--- src/rtl/karatsuba_pkg.sv ---
// Shared definitions for the sequential Karatsuba multiplier: FSM state
// encoding, fixed accept-to-result latency and the WIDTH legality helper.
package karatsuba_pkg;

  typedef enum logic [2:0] {
    IDLE   = 3'd0,
    MUL_Z0 = 3'd1,
    MUL_Z2 = 3'd2,
    MUL_Z1 = 3'd3,
    DONE   = 3'd4
  } state_t;

  // Rising edges from operand accept to out_valid rising.
  localparam int LATENCY = 4;

  // WIDTH must be a power of two between 8 and 64 so the operand halves are equal.
  function automatic bit width_ok(input int w);
    return (w >= 8) && (w <= 64) && ((w & (w - 1)) == 0);
  endfunction

endpackage

--- src/rtl/karatsuba_core_mul.sv ---
// Combinational unsigned N x N multiplier shared by the three partial
// products (al*bl, ah*bh and the (H+1)-bit sum product).
module karatsuba_core_mul #(
  parameter int N = 17
) (
  input  logic [N-1:0]   x,
  input  logic [N-1:0]   y,
  output logic [2*N-1:0] prod
);

  // Both operands zero-extended so the full 2N-bit product is kept.
  assign prod = {{N{1'b0}}, x} * {{N{1'b0}}, y};

endmodule

--- src/rtl/karatsuba_seq_mult.sv ---
// Sequential Karatsuba multiplier: one shared (H+1)x(H+1) multiplier computes
// z0, z2 and z1 in three consecutive cycles, then the product is assembled.
// Optional feature: define KARATSUBA_APPROX_EN to zero the low APPROX_BITS
// product bits (z0 low bits are not added); latency and handshake unchanged.
module karatsuba_seq_mult
  import karatsuba_pkg::*;
#(
  parameter int WIDTH       = 32,
  parameter int APPROX_BITS = 8
) (
  input  logic               clk,
  input  logic               rst,
  input  logic               in_valid,
  output logic               in_ready,
  input  logic [WIDTH-1:0]   a,
  input  logic [WIDTH-1:0]   b,
  output logic               out_valid,
  input  logic               out_ready,
  output logic [2*WIDTH-1:0] p,
  output logic               busy
);

  localparam int H  = WIDTH / 2;
  localparam int MW = H + 1;
  localparam int PW = 2 * WIDTH;

  generate
    if (!width_ok(WIDTH) || (APPROX_BITS < 1) || (APPROX_BITS > WIDTH)) begin : g_bad_cfg
      $error("karatsuba_seq_mult: illegal WIDTH or APPROX_BITS");
    end
  endgenerate

  // Handshake: an operand pair transfers on a rising edge where
  // in_valid && in_ready; a product transfers on a rising edge where
  // out_valid && out_ready. A valid source holds its data until transfer.
  // DONE first assembles p; p is then held until the consumer takes it.
  // in_ready is high in DONE whenever out_ready is high, so the next pair can
  // be accepted on the same edge that loads or hands off the current result.

  state_t state;
  state_t state_nx;

  logic [WIDTH-1:0]   a_r, b_r;
  logic [WIDTH-1:0]   z0, z2;
  logic [WIDTH+1:0]   z1;
  logic               loaded;
  logic               accept;

  logic [H-1:0]       ah, al, bh, bl;
  logic [MW-1:0]      sum_a, sum_b;
  logic [MW-1:0]      mx, my;
  logic [2*MW-1:0]    mprod;
  logic [2*MW-1:0]    z1_full;
  logic [PW-1:0]      z0_term;
  logic [PW-1:0]      p_asm;

  assign ah    = a_r[WIDTH-1:H];
  assign al    = a_r[H-1:0];
  assign bh    = b_r[WIDTH-1:H];
  assign bl    = b_r[H-1:0];
  assign sum_a = {1'b0, ah} + {1'b0, al};
  assign sum_b = {1'b0, bh} + {1'b0, bl};

  assign in_ready = (state == IDLE) || ((state == DONE) && out_ready);
  assign busy     = (state != IDLE);
  assign accept   = in_valid && in_ready;

  // Select the operands of the shared multiplier for the current state.
  always_comb begin
    mx = '0;
    my = '0;
    case (state)
      MUL_Z0: begin
        mx = {1'b0, al};
        my = {1'b0, bl};
      end
      MUL_Z2: begin
        mx = {1'b0, ah};
        my = {1'b0, bh};
      end
      MUL_Z1: begin
        mx = sum_a;
        my = sum_b;
      end
      default: begin
        mx = '0;
        my = '0;
      end
    endcase
  end

  karatsuba_core_mul #(.N(MW)) u_core (
    .x    (mx),
    .y    (my),
    .prod (mprod)
  );

  // Middle term: (ah+al)(bh+bl) - z2 - z0 = ah*bl + al*bh, never negative.
  assign z1_full = mprod - {2'b00, z2} - {2'b00, z0};

`ifdef KARATSUBA_APPROX_EN
  localparam logic [PW-1:0] ONE_P    = {{(PW-1){1'b0}}, 1'b1};
  localparam logic [PW-1:0] APX_MASK = (ONE_P << APPROX_BITS) - ONE_P;

  // Approximate assembly: low z0 bits dropped and low product bits forced to zero.
  always_comb begin
    z0_term = {{WIDTH{1'b0}}, z0} & ~APX_MASK;
    p_asm   = ({z2, {WIDTH{1'b0}}}
               + ({{(PW-WIDTH-2){1'b0}}, z1} << H)
               + z0_term) & ~APX_MASK;
  end
`else
  // Exact assembly of the full 2*WIDTH-bit product.
  always_comb begin
    z0_term = {{WIDTH{1'b0}}, z0};
    p_asm   = {z2, {WIDTH{1'b0}}}
              + ({{(PW-WIDTH-2){1'b0}}, z1} << H)
              + z0_term;
  end
`endif

  // Next-state logic: one state per cycle through the multiply phases.
  always_comb begin
    state_nx = state;
    case (state)
      IDLE:    if (in_valid) state_nx = MUL_Z0;
      MUL_Z0:  state_nx = MUL_Z2;
      MUL_Z2:  state_nx = MUL_Z1;
      MUL_Z1:  state_nx = DONE;
      DONE:    if (out_ready) state_nx = in_valid ? MUL_Z0 : IDLE;
      default: state_nx = IDLE;
    endcase
  end

  // State register.
  always_ff @(posedge clk or posedge rst) begin
    if (rst) state <= IDLE;
    else     state <= state_nx;
  end

  // Operand capture and partial-product registers.
  always_ff @(posedge clk or posedge rst) begin
    if (rst) begin
      a_r <= '0;
      b_r <= '0;
      z0  <= '0;
      z2  <= '0;
      z1  <= '0;
    end else begin
      if (accept) begin
        a_r <= a;
        b_r <= b;
      end
      case (state)
        MUL_Z0:  z0 <= mprod[WIDTH-1:0];
        MUL_Z2:  z2 <= mprod[WIDTH-1:0];
        MUL_Z1:  z1 <= z1_full;
        default: ;
      endcase
    end
  end

  // Result register: load p once per operation in DONE, hold while stalled,
  // drop out_valid when the consumer takes it.
  always_ff @(posedge clk or posedge rst) begin
    if (rst) begin
      p         <= '0;
      out_valid <= 1'b0;
      loaded    <= 1'b0;
    end else if (state == DONE) begin
      if (!loaded) begin
        if (!out_valid || out_ready) begin
          p         <= p_asm;
          out_valid <= 1'b1;
          loaded    <= !out_ready;
        end
      end else if (out_ready) begin
        out_valid <= 1'b0;
        loaded    <= 1'b0;
      end
    end else if (out_valid && out_ready) begin
      out_valid <= 1'b0;
    end
  end

endmodule

--- config.mk ---
export PLATFORM = sky130hd
export DESIGN_NAME = karatsuba_seq_mult
export DESIGN_NICKNAME = d
export VERILOG_FILES = /design/src/rtl/karatsuba_pkg.sv /design/src/rtl/karatsuba_core_mul.sv /design/src/rtl/karatsuba_seq_mult.sv
export SDC_FILE = /design/constraint.sdc
export NUM_CORES = 1
export LEC_CHECK = 0
export ABC_CLOCK_PERIOD_IN_PS = 24500
export CORE_MARGIN = 2
export CORE_UTILIZATION = 55
export DETAILED_ROUTE_END_ITERATION = 16
export HOLD_SLACK_MARGIN = 0.1
export PLACE_DENSITY = 0.71
export SYNTH_ARGS = -nofsm -noshare
export SYNTH_HDL_FRONTEND = slang
export SYNTH_SLANG_ARGS = --single-unit
export TNS_END_PERCENT = 20
--- constraint.sdc ---
create_clock -name clk -period 24.5 [get_ports clk]
set_input_delay 3.675 -clock clk [delete_from_list [all_inputs] [get_ports clk]]
set_output_delay 3.675 -clock clk [all_outputs]
set_load 0.03 [all_outputs]
# Word-level counts from Yosys, hierarchy flattened
# Cells that the tools add are included.
# word_totals
input_bits,68
register_bits,231
output_inout_bits,67
word_cells,52
# classes
add_sub_neg,6
mux,14
bitwise,1
n_reduce_logical,13
eq_ne,8
mul,1
# ops
op,n
$pmux W17 S3,2
$sub A34 B32 Y34,2
$add A64 B32 Y64,1
$add A64 B50 Y64,1
$add A16 B16 Y17,2
$mul A17 B17 Y34,1
$pmux W3 S5,1
$mux W1,9
$eq A3 B2 Y1 const B,2
$mux W3,2
$reduce_and A3 Y1,2
$ne A2 B2 Y1 const B,2
$eq A3 B1 Y1 const B,1
$eq A3 B3 Y1 const B,1
$logic_and A1 B1 Y1,3
$logic_not A3 Y1,1
$ne A3 B2 Y1 const B,1
$ne A3 B3 Y1 const B,1
$reduce_bool A3 Y1,1
$logic_not A1 Y1,2
$logic_or A1 B1 Y1,2
$reduce_and A2 Y1,1
$reduce_bool A2 Y1,1
$not A1 Y1,1

# Depth between registers and ports, before layout
# Gate-level depths: netlist of run 1.
# depth
ltp_word,5
depth_mapped,48
depth_no_buf,47

# Hierarchy
# From an unflattened synthesis of run 1, not the netlist that was laid out.
# hier_totals
hier_cells,2742
area_unflattened_um2,24524.8
# by_module_without_submodules
mod,seq_area_each_um2,area_each_um2,n_inst,cells_per_inst
karatsuba_seq_mult,5780.5,14930.6,1,1624
karatsuba_core_mul,0.0,9594.2,1,1118

# Worst setup path after synthesis of run 1
# No wires, ideal clock.
# synth_path
path_kind,reg2reg
start,register a_r[0]
end,register z1[33]
t_arrival_ns,10.569
t_required_ns,24.371
stages_incl_launch_ff,46
slack_ns,13.802
period_less_slack_ns,10.698
setup_time_ns,0.129
path_cell_list,dfrtp_1 -> ha_1 -> fa_1 -> a21o_1 -> a21o_1 -> a2111oi_0 -> a21oi_1 -> a21oi_1 -> xnor2_1 -> mux2_2 -> a22oi_1 -> nor2_1 -> clkbuf_1 -> nand2_1 -> fa_1 -> inv_1 -> fa_1 -> inv_1 -> (+10 left out) -> nor2_1 -> a21o_1 -> a21o_1 -> a21oi_1 -> xor2_1 -> inv_1 -> fa_1 -> ha_1 -> a21oi_1 -> o21ai_0 -> or2_2 -> a311oi_1 -> nor3_1 -> a32oi_1 -> a211oi_1 -> a211oi_2 -> xnor2_1 -> o21ai_1
# synth_between
elab_chain_len,5
# synth_lines
item,line_no,text
start: declaration,karatsuba_seq_mult.sv:43,"logic [WIDTH-1:0] a_r, b_r;"
start signal: assignment,karatsuba_seq_mult.sv:144,a_r <= '0;
start signal: assignment,karatsuba_seq_mult.sv:151,a_r <= a;
$add A16 B16 Y17,karatsuba_seq_mult.sv:61,"assign sum_a = {1'b0, ah} + {1'b0, al};"
$pmux W17 S3 (*),karatsuba_seq_mult.sv:72,case (state)
$mul A17 B17 Y34 (*),karatsuba_core_mul.sv:12,"assign prod = {{N{1'b0}}, x} * {{N{1'b0}}, y};"
via mprod[20],karatsuba_seq_mult.sv:52,logic [2*MW-1:0] mprod;
$sub A34 B32 Y34 (*) (2 in a row),karatsuba_seq_mult.sv:99,"assign z1_full = mprod - {2'b00, z2} - {2'b00, z0};"
end signal: assignment,karatsuba_seq_mult.sv:157,MUL_Z1: z1 <= z1_full;
end: declaration,karatsuba_seq_mult.sv:45,logic [WIDTH+1:0] z1;
# Mark *: on every way through the listed nets, which the timed path passes. The rest lies on a longest branch.
# A chain may end at the register's enable or synchronous reset.

# Worst setup path in the final report of run 1
# Ends and elaborated chain as after synthesis.

==> results of run 1 <==
[cell families (layout without fill, tap and decap cells)]
kind of cell / after synthesis / count (layout) / synth area share
AOI/OAI and AO/OA: 531 / 531 / 0.139
xor gates and xnor gates: 115 / 115 / 0.0414
adders and majority gates: 466 / 466 / 0.320
buffers and inverters: 499 / 613 / 0.0800
DFF: 231 / 231 / 0.238
muxes: 82 / 82 / 0.0378
and+or+nand+nor: 786 / 786 / 0.143
[cell type report]
| class | count | area (um^2) |
|---|---|---|
| sequential | 231 | 5780 |
| tap | 592 | 741 |
| clock buffer | 41 | 798 |
| clock inverter | 7 | 103 |
| timing repair buffer | 161 | 1540 |
| multi-input combinational | 1980 | 16600 |
| inverter | 404 | 1520 |
| fill | 3827 | 16800 |
[how the worst max path moves through the flow]
stage	to	slack (ns)	cells after the start
floorplan	z1[33]	13.80	45
global placement	z1[33]	13.19	46
detailed placement	z1[33]	12.95	46
CTS	z1[33]	12.90	46
global route	z1[33]	11.97	46
finish	z1[33]	12.85	46
[sequential cells by signal (all words and copies together), names as in the netlist, 3 cells and up]
| name | flops |
|---|---|
| p | 64 |
| z1 | 34 |
| a_r | 32 |
| b_r | 32 |
| z0 | 32 |
| z2 | 32 |
| state | 3 |
[through the flow]
stage,hold slack (ns),setup slack [ns],instances,util,instance area (um^2)
detailed placement,0.470,12.95,3368,0.597,26200
CTS,0.482,12.90,3416,0.617,27100
global route,0.500,11.97,3416,0.617,27100
floorplan,0.443,13.80,2710,-,24300
global placement,0.461,13.19,3368,0.597,26200
finish,0.472,12.85,3416,0.617,27100
[routing by layer]
metal  track usage  routed length [um]  vias up
li1              -                   -     9053
met1         0.346               26100     9314
met2         0.515               32400      585
met3        0.0357                3250      146
met4         0.120                3040        0
met5             0                   0        -
[Yosys cell counts (4+ instances only)]
library cell  number  area (um^2)
a211oi_1          12         90.1
a21boi_0           6         45.0
a21o_1            55          413
a21oi_1          119          596
a221o_1           11          110
a221oi_1           5         43.8
a22o_1             4         35.0
a22oi_1           15          113
a311oi_1           4         35.0
a31o_2             4         35.0
a31oi_1           15         93.8
and2_1            67          419
and3_1            27          169
and4_1             5         43.8
buf_1              5         18.8
buf_6              4         45.0
clkbuf_1          78          293
dfrtp_1          231         5780
fa_1             259         5180
ha_1             207         2590
inv_1            404         1520
mux2_2            74          833
mux2i_1            7         70.1
nand2_1          454         1700
nand2b_1          18          113
nand3_1           22          110
nand4_1            6         37.5
nor2_1           110          413
nor2b_1           12         75.1
nor3_1            25          125
nor4_1             4         25.0
o211ai_1          14          105
o21a_1             8         60.1
o21ai_0          197          986
o21ai_1            7         35.0
o21bai_1           8         60.1
o31ai_1            7         52.6
or2_2              8         50.1
or3_1             11         68.8
xnor2_1           58          508
xor2_1            57          499
[worst max-delay path, delay by kind of cell, from the launching register on]
kind            cells  cell delay (ns)
mux                 1             0.26
fa+ha+maj          11             4.78
flops               1             0.40
compound gates     17             3.64
xor+xnor            3             0.44
simple gates        8             1.46
buf+inv             6             0.49
==> flow_metrics.env, run 1 <==
export IMPL_grt_pass1_wl_mm=105
export IMPL_finalWirelength_mm=64.8
export IMPL_numCtsBuffers=27
export IMPL_place_congestion=1.00
export IMPL_layout_commonest_cell="nand2_1"
export IMPL_yosysWarnings=0
export IMPL_ctsHoldBuffers=0
export IMPL_end_kind="flip-flop"
export IMPL_netlist_instances=2710
export IMPL_status="completed"
export IMPL_cp_common_cell="fa_1"
export IMPL_worstHoldStart="p[45]"
export IMPL_first_global_vias=19870
export IMPL_clock_latency_ns=0.57
export IMPL_finalNetCount=3339
export IMPL_final_max_slew_violation_count=0
export IMPL_synth_area_um2=24300
export IMPL_drt_iter0_drc=1275
export IMPL_critPathSlowestCell="fa_1"
export IMPL_dr_total_vias=19098
export IMPL_startpoint="a_r[0]"
export IMPL_area_growth_pct=11.5
export IMPL_holdPathEnd="p[45]"
export IMPL_ys_flop_type="dfrtp_1"
export IMPL_drive_above_1_share=0.0673
export IMPL_post_drt_via_cell_ratio=5.59
export IMPL_critical_path_class="reg -> reg"
export IMPL_ys_ff_latch=231
export IMPL_grt_ovfl_total=0
export IMPL_post_cts_buffers=0
export IMPL_synth_edf_count=0
export IMPL_num_rows=77
export IMPL_fin_crit_ns=11.65
export IMPL_max_slew_margin_rel=0.232
export IMPL_postRouteAntennaNets=0
export IMPL_crit_fanout=17
export IMPL_rsz0062_at_grt="false"
export IMPL_cts_tree="yes"
export IMPL_dp_hpwl_mm=52.4
export IMPL_port_buffers=134
export IMPL_yosysSeqAreaShare=0.238
export IMPL_finalHoldViolations=0
export IMPL_r2r_cells=46
export IMPL_min_period_over_period=0.476
export IMPL_tightestPinTransition_ns=1.15
export IMPL_fp_dieW_um=214
export IMPL_die_h_um=214
export IMPL_r2r_slack_ns=12.85
export IMPL_finalSetupTns_ns=0
export IMPL_cts_sinks=231
export IMPL_worstPathArrival_ns=12.08
export IMPL_worstPathRequired_ns=24.93
export IMPL_post_cts_resized=0
export IMPL_drcViolationCount=0
export IMPL_path_clk_slew_ns=0.06
export IMPL_root_buffer="clkbuf_16"
export IMPL_hold_class="reg -> reg"
export IMPL_io_pins=135
export IMPL_first_pass_iters=7
export IMPL_async_flop_share=1.00
export IMPL_max_stage_delay_ns=0.54
export IMPL_synth_cell_types=86
export IMPL_worstReg2RegStart="a_r[0]"
export IMPL_core_area_um2=43900
export IMPL_cts_htree_levels=1
export IMPL_setup_violations=0
export IMPL_final_setup_skew_ns=0.00880
export IMPL_r2r_end="z1[33]"
export IMPL_start_util=0.553
export IMPL_clock_path_buffers=3
export IMPL_antenna_found_initial=0
export IMPL_diodes=0
export IMPL_cap_viol_max_count=0
export IMPL_critPathLaunchType="flip-flop"
export IMPL_layout_common_cells="nand2_1, inv_1, fa_1"
export IMPL_die_area_um2=45900
export IMPL_routedWlPerCell_um=19.0
export IMPL_track_usage=0.286
export IMPL_grt_max_degree=104
export IMPL_synthesis_nets=3244
export IMPL_syn_area_per_cell_um2=8.97
export IMPL_maxClockFrequency_mhz=85.8
export IMPL_holdPathStages=2
Power of run 1 is not shown: default switching activity piles up to over one toggle a cycle in this logic, so the estimate is an artifact.
==> inputs of run 2 (changes only) <==
--- a/config.mk
+++ b/config.mk
@@ -5,7 +5,7 @@
 export SDC_FILE = /design/constraint.sdc
 export NUM_CORES = 1
 export LEC_CHECK = 0
-export ABC_CLOCK_PERIOD_IN_PS = 24500
+export ABC_CLOCK_PERIOD_IN_PS = 11400
 export CORE_MARGIN = 2
 export CORE_UTILIZATION = 55
 export DETAILED_ROUTE_END_ITERATION = 16
==> constraint.sdc (replaced) <==
create_clock -name clk -period 11.4 [get_ports clk]
set_input_delay 1.71 -clock clk [delete_from_list [all_inputs] [get_ports clk]]
set_output_delay 1.71 -clock clk [all_outputs]
set_load 0.03 [all_outputs]
==> flow_metrics.env, run 2 (same netlist as run 1, synthesis figures left out) <==
export IMPL_fp_dieW_um=214
export IMPL_postRouteAntennaNets=0
export IMPL_grt_pass1_wl_mm=106
export IMPL_drcViolationCount=0
export IMPL_layout_commonest_cell="nand2_1"
export IMPL_final_setup_skew_ns=0.0153
export IMPL_cp_common_cell="fa_1"
export IMPL_reg_largest_list="p (64), z1 (34)"
export IMPL_clock_path_buffers=3
export IMPL_port_buffers=134
export IMPL_first_pass_iters=7
export IMPL_drive_above_1_share=0.0846
export IMPL_r2r_end="z1[33]"
export IMPL_dp_hpwl_mm=54.0
export IMPL_path_clk_slew_ns=0.06
export IMPL_largest_reg_flops=64
export IMPL_critical_path_class="reg -> reg"
export IMPL_diodes=0
export IMPL_critPathLaunchType="flip-flop"
export IMPL_worstReg2RegStart="a_r[0]"
export IMPL_holdPathEnd="p[11]"
export IMPL_cts_tree="yes"
export IMPL_root_buffer="clkbuf_16"
export IMPL_setup_violations=0
export IMPL_worstPathRequired_ns=11.83
export IMPL_status="completed"
export IMPL_ctsHoldBuffers=0
export IMPL_maxClockFrequency_mhz=91.6
export IMPL_layout_common_cells="nand2_1, inv_1, fa_1"
export IMPL_first_global_vias=19937
export IMPL_cts_htree_levels=1
export IMPL_finalNetCount=3373
export IMPL_finish_utilization=0.627
export IMPL_cts_sinks=231
export IMPL_track_usage=0.289
export IMPL_cp_top_family="adder cells"
export IMPL_core_area_um2=43900
export IMPL_critPathSlowestCell="fa_1"
export IMPL_fin_crit_ns=10.92
export IMPL_min_period_over_period=0.958
export IMPL_die_area_um2=45900
export IMPL_end_kind="flip-flop"
export IMPL_num_fill_cells=3815
export IMPL_antenna_found_initial=0
export IMPL_regMostFlops="p"
export IMPL_clock_latency_ns=0.58
export IMPL_r2r_slack_ns=0.48
export IMPL_holdPathStages=2
export IMPL_cp_num_buf_inv=6
export IMPL_max_stage_delay_ns=0.56
export IMPL_max_slew_margin_rel=0.282
export IMPL_routedWlPerCell_um=19.0
export IMPL_grt_ovfl_total=0
export IMPL_place_congestion=0.965
export IMPL_finalHoldViolations=0
export IMPL_numCtsBuffers=28
export IMPL_worstPathArrival_ns=11.35
export IMPL_tightestPinTransition_ns=1.08
export IMPL_worstHoldStart="p[11]"
export IMPL_area_growth_pct=13.3
export IMPL_dr_total_vias=19344
export IMPL_finalWirelength_mm=65.5
export IMPL_drt_iter0_drc=1291
export IMPL_hold_class="reg -> reg"
export IMPL_io_pins=135
export IMPL_finalSetupTns_ns=0
export IMPL_final_max_slew_violation_count=0
export IMPL_start_util=0.553
export IMPL_num_rows=77
export IMPL_crit_fanout=8
export IMPL_die_h_um=214
export IMPL_grt_max_degree=121
export IMPL_r2r_cells=46
export IMPL_post_drt_via_cell_ratio=5.61
export IMPL_cap_viol_max_count=0
[run 2: layer usage]
layer  part of all wire  track usage
met1               0.40        0.353
met2               0.49        0.503
met3              0.052       0.0333
met4              0.065        0.156
met5                  0            0
[run 2: tightest hold or removal path, delay by kind of cell (launching register included)]
family,cells,cell delay (ns)
compound gates,1,0.06
flops,1,0.34
simple gates,1,0.05
[run 2: cell type report]
type | instances | area, um^2 | share of cell area
Clock inverter | 10 | 131 | 0.00477
Sequential cell | 231 | 5780 | 0.210
Multi-Input combinational cell | 1980 | 16800 | 0.609
Tap cell | 592 | 741 | 0.0269
Timing Repair Buffer | 194 | 1790 | 0.0651
Inverter | 404 | 1520 | 0.0554
Clock buffer | 40 | 806 | 0.0293
[run 2: worst max-delay path by stage]
stage,cells past startpoint,to,start
after floorplan,45,z1[33],a_r[0]
after global placement,46,z1[33],a_r[0]
after detailed placement,44,z1[33],a_r[0]
after CTS,46,z1[33],a_r[0]
after global routing,46,z1[33],a_r[0]
final,46,z1[33],a_r[0]
[run 2: metrics by stage]
stage,setup WS [ns],hold WS [ns],std cells,cell area [um^2]
final,0.484,0.475,3451,27500
after global routing,-0.113,0.493,3451,27500
after CTS,0.0953,0.482,3448,27400
after detailed placement,-0.0432,0.468,3398,26400
after global placement,0.226,0.460,3398,26400
after floorplan,0.702,0.443,2710,24300
[run 2: timing repair]
item / in CTS / in global routing
pin swaps: 0 / 13
endpoints found under the setup margin: 1 / 12
resized for setup: 2 / 27
setup buffers: 0 / 3
Power of run 2 is left out for the same reason.
==> inputs of run 3 (changes only) <==
--- a/config.mk
+++ b/config.mk
@@ -6,12 +6,14 @@
 export NUM_CORES = 1
 export LEC_CHECK = 0
 export ABC_CLOCK_PERIOD_IN_PS = 11400
+export CELL_PAD_IN_SITES_DETAIL_PLACEMENT = 0
+export CELL_PAD_IN_SITES_GLOBAL_PLACEMENT = 1
 export CORE_MARGIN = 2
-export CORE_UTILIZATION = 55
+export CORE_UTILIZATION = 48
 export DETAILED_ROUTE_END_ITERATION = 16
 export HOLD_SLACK_MARGIN = 0.1
-export PLACE_DENSITY = 0.71
+export PLACE_DENSITY = 0.79
 export SYNTH_ARGS = -nofsm -noshare
 export SYNTH_HDL_FRONTEND = slang
 export SYNTH_SLANG_ARGS = --single-unit
-export TNS_END_PERCENT = 20
+export TNS_END_PERCENT = 1
==> flow_metrics.env, run 3 (same netlist as run 1, synthesis figures left out) <==
export IMPL_hold_class="reg -> reg"
export IMPL_ctsHoldBuffers=0
export IMPL_root_buffer="clkbuf_16"
export IMPL_core_area_um2=50100
export IMPL_numCtsBuffers=28
export IMPL_finalWirelength_mm=66.9
export IMPL_end_kind="flip-flop"
export IMPL_layout_common_cells="nand2_1, inv_1, fa_1"
export IMPL_start_util=0.485
export IMPL_routedWlPerCell_um=18.9
export IMPL_max_slew_margin_rel=0.266
export IMPL_diodes=0
export IMPL_critical_path_class="reg -> reg"
export IMPL_crit_fanout=14
export IMPL_cts_sinks=231
export IMPL_min_period_over_period=0.958
export IMPL_final_setup_skew_ns=0.0249
export IMPL_holdPathStages=2
export IMPL_cts_tree="yes"
export IMPL_grt_pass1_wl_mm=107
export IMPL_status="completed"
export IMPL_num_rows=82
export IMPL_critPathLaunchType="flip-flop"
export IMPL_critPathSlowestCell="fa_1"
export IMPL_drcViolationCount=0
export IMPL_io_pins=135
export IMPL_grt_ovfl_total=0
export IMPL_dr_total_vias=18943
export IMPL_regMostFlops="p"
export IMPL_max_stage_delay_ns=0.53
export IMPL_setup_violations=0
export IMPL_post_drt_via_cell_ratio=5.35
export IMPL_antenna_found_initial=0
export IMPL_finalNetCount=3378
export IMPL_path_clk_slew_ns=0.06
export IMPL_largest_reg_flops=64
export IMPL_dp_hpwl_mm=55.1
export IMPL_maxClockFrequency_mhz=91.6
export IMPL_layout_commonest_cell="nand2_1"
export IMPL_r2r_cells=43
export IMPL_cp_common_cell="fa_1"
export IMPL_place_congestion=0.951
export IMPL_final_max_slew_violation_count=0
export IMPL_grt_max_degree=92
export IMPL_drt_iter0_drc=850
export IMPL_port_buffers=134
export IMPL_rsz0062_at_grt="false"
export IMPL_reg_largest_list="p (64), z1 (34)"
export IMPL_fin_crit_ns=10.92
export IMPL_clock_path_buffers=3
export IMPL_finalSetupTns_ns=0
export IMPL_track_usage=0.258
export IMPL_area_growth_pct=14.0
export IMPL_die_h_um=229
export IMPL_fp_dieW_um=229
export IMPL_worstPathRequired_ns=11.84
export IMPL_worstPathArrival_ns=11.36
export IMPL_finalHoldViolations=0
export IMPL_first_global_vias=19451
export IMPL_cap_viol_max_count=0
export IMPL_clock_latency_ns=0.59
export IMPL_first_pass_iters=7
export IMPL_cts_htree_levels=1
export IMPL_drive_above_1_share=0.0869
export IMPL_die_area_um2=52400
export IMPL_postRouteAntennaNets=0
export IMPL_tightestPinTransition_ns=1.10
==> run 3: path summary, 6_finish.rpt <==
path / startpoint / end / slack (ns)
setup reg to reg: a_r[1] / z1[33] / 0.48
hold / removal: p[36] / p[36] / 0.47
setup / recovery: a_r[1] / z1[33] / 0.48
min in group asynchronous: rst / p[57] / 1.65
hold reg to reg: p[36] / p[36] / 0.47
max in group asynchronous: rst / z1[21] / 8.37
==> run 3: layer usage <==
metal	track usage	routed length, um	vias up	part of all wire
met5	0	0	-	0
met4	0.0929	2750	0	0.041
met3	0.0222	2290	116	0.034
met2	0.466	33700	424	0.50
met1	0.324	28100	9281	0.42
li1	-	-	9122	-
==> run 3: critical path: cells and delay by family, from the launching register on <==
family,cells,cell delay [ns]
AOI/OAI and AO/OA,18,3.87
xor gates and xnor gates,3,0.50
adders and majority gates,10,4.39
buffers and inverters,6,0.47
DFF,1,0.43
muxes,1,0.27
and+or+nand+nor,5,0.87
==> run 3: cell type report <==
class | instances | area (um^2)
well taps | 672 | 841
inverters | 404 | 1520
flip-flops and latches | 231 | 5780
clock inverters | 12 | 149
clock buffers | 40 | 846
repair buffers | 199 | 1840
fillers | 4675 | 22400
multi-input cells | 1980 | 16700
==> run 3: per-stage QoR <==
stage / util / setup slack (ns) / std cells / cell area, um^2 / hold WS, ns
after floorplan: - / 0.702 / 2710 / 24300 / 0.443
after global placement: 0.531 / 0.168 / 3484 / 26600 / 0.458
after detailed placement: 0.531 / 0.00491 / 3484 / 26600 / 0.463
after CTS: 0.551 / 0.0731 / 3536 / 27600 / 0.478
after global routing: 0.553 / 0.00329 / 3538 / 27700 / 0.494
final: 0.553 / 0.482 / 3538 / 27700 / 0.473
==> run 3: timing repair <==
item / CTS / global route
endpoints found under the setup margin: 1 / 6
pin swaps: 0 / 11
setup buffers: 0 / 2
endpoints found under the hold margin: 0 / 0
gates resized for setup: 1 / 19
Power of run 3 is left out for the same reason.
